**src/rtl/fetch_stage.sv**
```systemverilog
// Instruction fetch: owns the PC, reads imem over req/ack and feeds the
// IF/ID register, with a one-word skid buffer and beq/j redirect handling.
module fetch_stage #(
    parameter logic [31:0] RESET_PC = 32'h0000_3000
) (
    input  logic        clk,
    input  logic        rst_n,
    output logic        imem_req,
    output logic [31:0] imem_addr,
    input  logic        imem_ack,
    input  logic [31:0] imem_rdata,
    input  logic        stall,
    input  logic        nPC_sel,
    input  logic        zero,
    input  logic        j_sel,
    input  logic [31:0] br_pc4,
    input  logic [15:0] br_imm16,
    input  logic [25:0] j_tgt26,
    output logic        id_valid,
    output logic [31:0] id_instr,
    output logic [31:0] id_pc4,
    output logic [5:0]  id_type,
    output logic [5:0]  id_lsbs
);

    typedef enum logic [1:0] {
        S_IDLE,
        S_FETCH,
        S_DROP,
        S_HOLD
    } state_t;

    state_t      r_state;
    state_t      w_state_nxt;
    logic [31:0] r_pc;
    logic [31:0] w_pc_nxt;
    logic [31:0] r_old_addr;
    logic [31:0] w_old_addr_nxt;
    logic [31:0] r_skid;
    logic [31:0] w_skid_nxt;
    logic        r_valid;
    logic        w_valid_nxt;
    logic [31:0] r_instr;
    logic [31:0] w_instr_nxt;
    logic [31:0] r_pc4;
    logic [31:0] w_pc4_nxt;

    logic        w_redirect;
    logic [31:0] w_target;
    logic [31:0] w_pc_inc;
    logic        w_load;
    logic [31:0] w_load_instr;
    logic [31:0] w_load_pc4;

    assign w_redirect = (nPC_sel & zero) | j_sel;
    assign w_target   = j_sel ? {br_pc4[31:28], j_tgt26, 2'b00}
                              : br_pc4 + {{14{br_imm16[15]}}, br_imm16, 2'b00};
    assign w_pc_inc   = r_pc + 32'd4;

    // The skid word's PC+4 equals the already-advanced PC while in HOLD.
    always_comb begin
        w_state_nxt    = r_state;
        w_pc_nxt       = r_pc;
        w_old_addr_nxt = r_old_addr;
        w_skid_nxt     = r_skid;
        w_load         = 1'b0;
        w_load_instr   = imem_rdata;
        w_load_pc4     = w_pc_inc;
        unique case (r_state)
            S_IDLE: begin
                w_state_nxt = S_FETCH;
                if (w_redirect) w_pc_nxt = w_target;
            end
            S_FETCH: begin
                if (w_redirect) begin
                    w_pc_nxt = w_target;
                    if (!imem_ack) begin
                        w_old_addr_nxt = r_pc;
                        w_state_nxt    = S_DROP;
                    end
                end else if (imem_ack) begin
                    w_pc_nxt = w_pc_inc;
                    if (r_valid && stall) begin
                        w_skid_nxt  = imem_rdata;
                        w_state_nxt = S_HOLD;
                    end else begin
                        w_load = 1'b1;
                    end
                end
            end
            S_DROP: begin
                if (w_redirect) w_pc_nxt = w_target;
                if (imem_ack) w_state_nxt = S_FETCH;
            end
            S_HOLD: begin
                if (w_redirect) begin
                    w_pc_nxt    = w_target;
                    w_state_nxt = S_FETCH;
                end else if (!stall) begin
                    w_load       = 1'b1;
                    w_load_instr = r_skid;
                    w_load_pc4   = r_pc;
                    w_state_nxt  = S_FETCH;
                end
            end
            default: w_state_nxt = S_IDLE;
        endcase
    end

    always_comb begin
        w_valid_nxt = r_valid;
        w_instr_nxt = r_instr;
        w_pc4_nxt   = r_pc4;
        if (w_redirect) begin
            w_valid_nxt = 1'b0;
        end else if (stall && r_valid) begin
            w_valid_nxt = 1'b1;
        end else if (w_load) begin
            w_valid_nxt = 1'b1;
            w_instr_nxt = w_load_instr;
            w_pc4_nxt   = w_load_pc4;
        end else begin
            w_valid_nxt = 1'b0;
        end
    end

    always_ff @(posedge clk or negedge rst_n) begin
        if (!rst_n) begin
            r_state    <= S_IDLE;
            r_pc       <= RESET_PC;
            r_old_addr <= RESET_PC;
            r_skid     <= 32'd0;
            r_valid    <= 1'b0;
            r_instr    <= 32'd0;
            r_pc4      <= 32'd0;
        end else begin
            r_state    <= w_state_nxt;
            r_pc       <= w_pc_nxt;
            r_old_addr <= w_old_addr_nxt;
            r_skid     <= w_skid_nxt;
            r_valid    <= w_valid_nxt;
            r_instr    <= w_instr_nxt;
            r_pc4      <= w_pc4_nxt;
        end
    end

    assign imem_req  = (r_state == S_FETCH) || (r_state == S_DROP);
    assign imem_addr = (r_state == S_DROP) ? r_old_addr : r_pc;
    assign id_valid  = r_valid;
    assign id_instr  = r_instr;
    assign id_pc4    = r_pc4;
    assign id_type   = r_instr[31:26];
    assign id_lsbs   = r_instr[5:0];

endmodule

```
**config.mk**
```make
export PLATFORM = sky130hd
export DESIGN_NAME = fetch_stage
export DESIGN_NICKNAME = d
export VERILOG_FILES = /design/src/rtl/fetch_stage.sv
export SDC_FILE = /design/constraint.sdc
export NUM_CORES = 1
export LEC_CHECK = 0
export CAP_MARGIN = 25
export CELL_PAD_IN_SITES_DETAIL_PLACEMENT = 0
export CELL_PAD_IN_SITES_GLOBAL_PLACEMENT = 2
export CORE_AREA = 2 2 191 193
export CTS_CLUSTER_DIAMETER = 50
export CTS_CLUSTER_SIZE = 40
export DETAILED_ROUTE_END_ITERATION = 7
export DIE_AREA = 0 0 193 195
export GPL_TIMING_DRIVEN = 0
export PLACE_DENSITY_LB_ADDON = 0.15
export REMOVE_ABC_BUFFERS = 1
export SLEW_MARGIN = 20
export SYNTH_ARGS = -nofsm -noshare
export SYNTH_HDL_FRONTEND = slang
export SYNTH_SLANG_ARGS = --single-unit
```
**constraint.sdc**
```tcl
create_clock -name clk -period 2.3 [get_ports clk]
set_input_delay 0.345 -clock clk [delete_from_list [all_inputs] [get_ports clk]]
set_output_delay 0.345 -clock clk [all_outputs]
set_load 0.02 [all_outputs]
```
; ---- After elaboration in Yosys (flattened, before gate mapping)
; Index checks and enable logic that the tools add are counted.
[word_totals]
wordCells = 59
in_bits = 113
register_bits = 163
output_inout_bits = 110
[classes]
eq_ne = 9
add_sub_neg = 2
reduce_logical = 9
bitwise = 5
mux = 27
[op_table]
columns = op, count
row1 = 2-to-1 mux 32 bit, 9
row2 = case mux 32 bit (2 select lines), 1
row3 = adder 32 x 3 -> 32 bit (second input constant), 1
row4 = adder 32 bit, 1
row5 = 2-to-1 mux 2 bit, 7
row6 = inequality test 3 bit (second input constant), 4
row7 = 2-to-1 mux 1 bit, 8
row8 = case mux 2 bit (4 select lines), 1
row9 = AND reduction 3 bit, 2
row10 = AND reduction 5 bit, 1
row11 = equality test 2 bit (second input constant), 2
row12 = AND reduction 4 bit, 1
row13 = inverter 1 bit, 3
row14 = OR reduction 3 bit, 1
row15 = equality test 2 x 1 -> 1 bit (second input constant), 1
row16 = logical NOT 2 bit, 1
row17 = inequality test 2 x 1 -> 1 bit (second input constant), 1
row18 = inequality test 2 bit (second input constant), 1
row19 = case mux 1 bit (2 select lines), 1
row20 = AND reduction 2 bit, 1
row21 = bitwise AND 1 bit, 1
row22 = logical AND 1 bit, 1
row23 = logical OR 1 bit, 1
row24 = OR 1 bit, 1

; ---- Depth between registers and ports, before layout
[logic_depth]
word_depth = 8
ltp_mapped = 10
mapped_depth_nobuf = 10

; ---- Least setup slack after synthesis
; No wires, ideal clock.
[synth_path]
kind = input-to-reg
start = input br_pc4[2]
end = register r_pc[26]
required_ns = 2.169
setup_ns = 0.131
n_path_buf = 0
path_slack_ns = -0.268
path_stages = 10
arrival_time_ns = 2.437
path_cell_list = ha_1 > fa_1 > a21o_1 > a21o_1 > a31oi_1 > a21oi_2 > a211oi_4 > o21ai_2 > mux2i_1 > or3_1
[synth_between]
elab_chain_cells = 4
word_cells_on_any_way = 5
classes_between = 1 x add/sub / 4 x mux
[synth_lines]
columns = item, line
row1 = "start, declared", 16  ; input logic [31:0] br_pc4,
row2 = adder 32 bit *, 57  ; : br_pc4 + {{14{br_imm16[15]}}, br_imm16, 2'b00};
row3 = 2-to-1 mux 32 bit *, 56  ; assign w_target = j_sel ? {br_pc4[31:28], j_tgt26, 2'b00}
row4 = "2-to-1 mux 32 bit, on equally long branches", -
row5 = case mux 32 bit (2 select lines) *, 69  ; unique case (r_state)
row6 = "end signal, assigned", 138  ; r_pc <= w_pc_nxt;
row7 = "end, declared", 35  ; logic [31:0] r_pc;
; Every way passes the cells marked *; elsewhere a longest branch is shown, timed or not. The select of a mux whose other input is x is not followed.
; A chain may end at the register's enable or synchronous reset.

; ---- Worst setup path after layout
[layout_path]
start = input br_pc4[2]
end = register r_pc[28]
; Same word-level chain as after synthesis.

==> impl_metrics.json <==
{
  "cts-root-buf": "clkbuf_16",
  "clkLatencyLatePin_ns": 0.43,
  "outcome": "complete, no violations",
  "syn_inst": 1019,
  "period_minus_slack_ns": 2.27,
  "worstSetupPathType": "input pin to flop",
  "grt_pass1_wl_um": 51600,
  "ys_top_cells_by_count": "dfrtp_1, nand2_1, o21ai_0, mux2_2, a21oi_1",
  "total_power_mw": 14.9,
  "via_per_inst": 4.93,
  "p_leak_nw": 5.98,
  "grt_pass1_vias": 8516,
  "power_density_mw_per_mm2": 1050,
  "yosysMostFrequentCell": "dfrtp_1",
  "coreArea_mm2": 0.0354,
  "crit_fanout": 3,
  "stdcell_count": 1727,
  "synth_area_leaders": "dfrtp_1, mux2_2, nand2_1",
  "rsz0062_at_grt": "true",
  "worstPathArrival_ns": 2.62,
  "synth.ff_latch_count": 163,
  "slowest_delay_ns": 0.39,
  "drv_slew": 0,
  "synth_seq_area_share": 0.416,
  "grt.total_usage": 0.180,
  "area_growth_pct": 44.1,
  "hold_viol": 0,
  "maxSlewHeadroom": 0.452,
  "clockBufferDepth": 2,
  "avgSynthCellArea_um2": 9.63,
  "crit_path_start_kind": "input pin",
  "cts_htree_levels": 4,
  "crit_path_end_kind": "flop",
  "die_width_um": 193,
  "fmax_mhz": 440,
  "overflow": 0,
  "fin_crit_sh": 0.988,
  "synth-async-reset-ratio": 1.00,
  "grt_max_degree": 90,
  "cts.clk_slew.worst_paths_ns": 0.07,
  "drc": 0,
  "rows": 69,
  "skew_ns": 0.0101,
  "yosysTopAreaCellShare": 0.406,
  "cap_violations": 0,
  "initial_core_util": 0.277,
  "nets": 1400,
  "drtAntennaViolNets": 0,
  "wl_per_cell_um": 19.6,
  "drt-initial-drc-count": 375,
  "hpwlAfterDp_um": 22800,
  "crit_family": "compound AO/OA/AOI/OAI gates",
  "crit_chain": "buf_6 -> ha_4 -> fa_2 -> a21o_1 -> a21o_1 -> a31oi_4 -> a21oi_4 -> a211oi_4 -> buf_6 -> o31ai_4 -> xnor2_2 -> a211oi_1",
  "io_pins": 223,
  "required_ns": 2.65,
  "yosysWarnings": 0,
  "yosys.cell_types.count": 71,
  "finalSetupViolCount": 0,
  "firstDrtPassIters": 5,
  "syn_area_mm2": 0.00981,
  "critical_path_buf_inv_count": 2,
  "tightestPinTransition_ns": 0.822,
  "regArea_mm2": 0.00410,
  "synth_area_leader_cell": "dfrtp_1",
  "dieArea_mm2": 0.0376,
  "totalWireLength_um": 33800,
  "cts_tree": "yes",
  "gp_congestion": 0.786,
  "placedCellCount": 1638,
  "layout-drive-gt1-share": 0.258,
  "numPortBuffers": 222,
  "hold_path_class": "input pin to flop",
  "grt_antenna_before_repair": 1,
  "dieHeight_um": 195,
  "synth-edff-count": 0,
  "tns_ns": 0,
  "cp_slowest_cell": "fa_2",
  "cts_made_buffers": 17,
  "multiInputGateArea_mm2": 0.00611,
  "cts.sinks": 163,
  "ir_drop_v": 0.000518,
  "synth_flop_cell": "dfrtp_1",
  "nFillCells": 3618,
  "num_vias": 8514
}
power breakdown:
group,internal (mW),leakage (nW),switching (mW)
combinational,3.44,3.72,3.83
clock,1.50,0.258,1.21
sequential,4.09,2.00,0.830
worst reg2reg max path, delay by kind of cell, from the launching register on:
family                     cells  cell delay, ns
DFF                            1            0.39
buffers and inverters          3            0.48
AOI/OAI and AO/OA              2            0.25
adders and majority gates      1            0.18
and+or+nand+nor                4            0.81
layer usage:
metal / wire (um) / part of all wire / track usage / vias to the layer above
li1: - / - / - / 4136
met1: 16400 / 0.48 / 0.261 / 4114
met2: 15200 / 0.45 / 0.277 / 232
met3: 1690 / 0.050 / 0.0266 / 32
met4: 588 / 0.017 / 0.0477 / 0
met5: 0 / 0 / 0 / -
what timing repair did:
action | 4_1_cts | 5_1_grt
pin swaps | 48 | 49
gates resized for setup | 232 | 79
gates cloned | 3 | 2
hold endpoints to repair | 70 | 0
buffers inserted | 37 | 15
hold buffers | 1 | 0
setup endpoints to repair | 193 | 87
placed cells by master, fill, tap and decap left out, types with 5 or more instances in the layout:
master / netlist / routed
clkinv_2: 0 / 5
mux2_2: 86 / 86
clkdlybuf4s15_1: 0 / 6
buf_4: 13 / 51
a211oi_1: 10 / 8
dfrtp_1: 159 / 150
ha_1: 33 / 6
o22ai_1: 9 / 8
nand4_1: 11 / 11
mux2i_1: 38 / 38
nor3_1: 11 / 9
nand3_1: 29 / 29
and3_1: 11 / 8
buf_6: 0 / 6
dlygate4sd2_1: 0 / 25
a31oi_1: 8 / 7
xnor2_1: 26 / 24
buf_2: 13 / 24
a21oi_1: 62 / 55
a21oi_4: 0 / 5
nor2_2: 0 / 6
a21o_1: 14 / 13
o21ai_0: 103 / 98
nand2_1: 139 / 130
or3_1: 6 / 6
dlymetal6s2s_1: 0 / 7
nor2_1: 46 / 39
a311oi_1: 7 / 7
dfrtp_2: 0 / 9
a21oi_2: 3 / 5
clkbuf_16: 0 / 18
clkdlybuf4s50_1: 0 / 154
ha_4: 0 / 26
nand2_4: 1 / 7
o21ai_1: 5 / 7
mux2_1: 12 / 11
inv_1: 12 / 11
xor2_1: 28 / 27
final timing paths:
path                            cells after the start  slack [ns]              to          from
worst min-delay path                                4        0.34         r_pc[2]   br_imm16[0]
worst max register to register                     10        0.08        r_pc[26]    r_state[0]
worst max-delay path                               12        0.03        r_pc[28]     br_pc4[2]
max in group asynchronous                           3        0.91  r_old_addr[23]         rst_n
min in group asynchronous                           2        0.50     id_instr[6]         rst_n
worst min register to register                      2        0.48    id_instr[20]  id_instr[20]
sequential cells by signal (all words and copies together) (netlist names):
name / count
id_instr: 32
id_pc4: 32
r_old_addr: 32
r_pc: 32
r_skid: 32
r_state: 2
id_valid: 1
kinds of logic (layout without fill, tap and decap cells):
kind of cell	count (synthesis)	in the layout	share of synthesized area
AND/OR/NAND/NOR	275	277	0.129
AO/OA/AOI/OAI	270	270	0.171
flip-flops	163	163	0.416
multiplexers	136	136	0.151
buffers and inverters	87	331	0.0402
XOR/XNOR	54	54	0.0482
adder cells (fa/ha/maj)	34	34	0.0441
other	0	1	0
through the flow:
stage / utilization / hold WS (ns) / cell area [um2] / worst slack (ns)
global route: 0.399 / 0.345 / 14100 / -0.0530
floorplan: - / 0.0494 / 9460 / -1.71
CTS: 0.391 / 0.353 / 13800 / -0.0683
detailed placement: 0.352 / 0.391 / 12500 / -1.42
finish: 0.399 / 0.337 / 14100 / 0.0271
global placement: 0.346 / 0.461 / 12300 / -6.70
cell type report:
type / instances / share of cell area
clock inverter: 10 / 0.00611
multi-input combinational: 771 / 0.432
inverter: 13 / 0.00398
antenna: 1 / 0.000177
timing repair buffer: 287 / 0.195
clock buffer: 21 / 0.0319
tap: 461 / 0.0408
sequential: 163 / 0.290
Note: power is estimated with default switching activity, not from simulation.
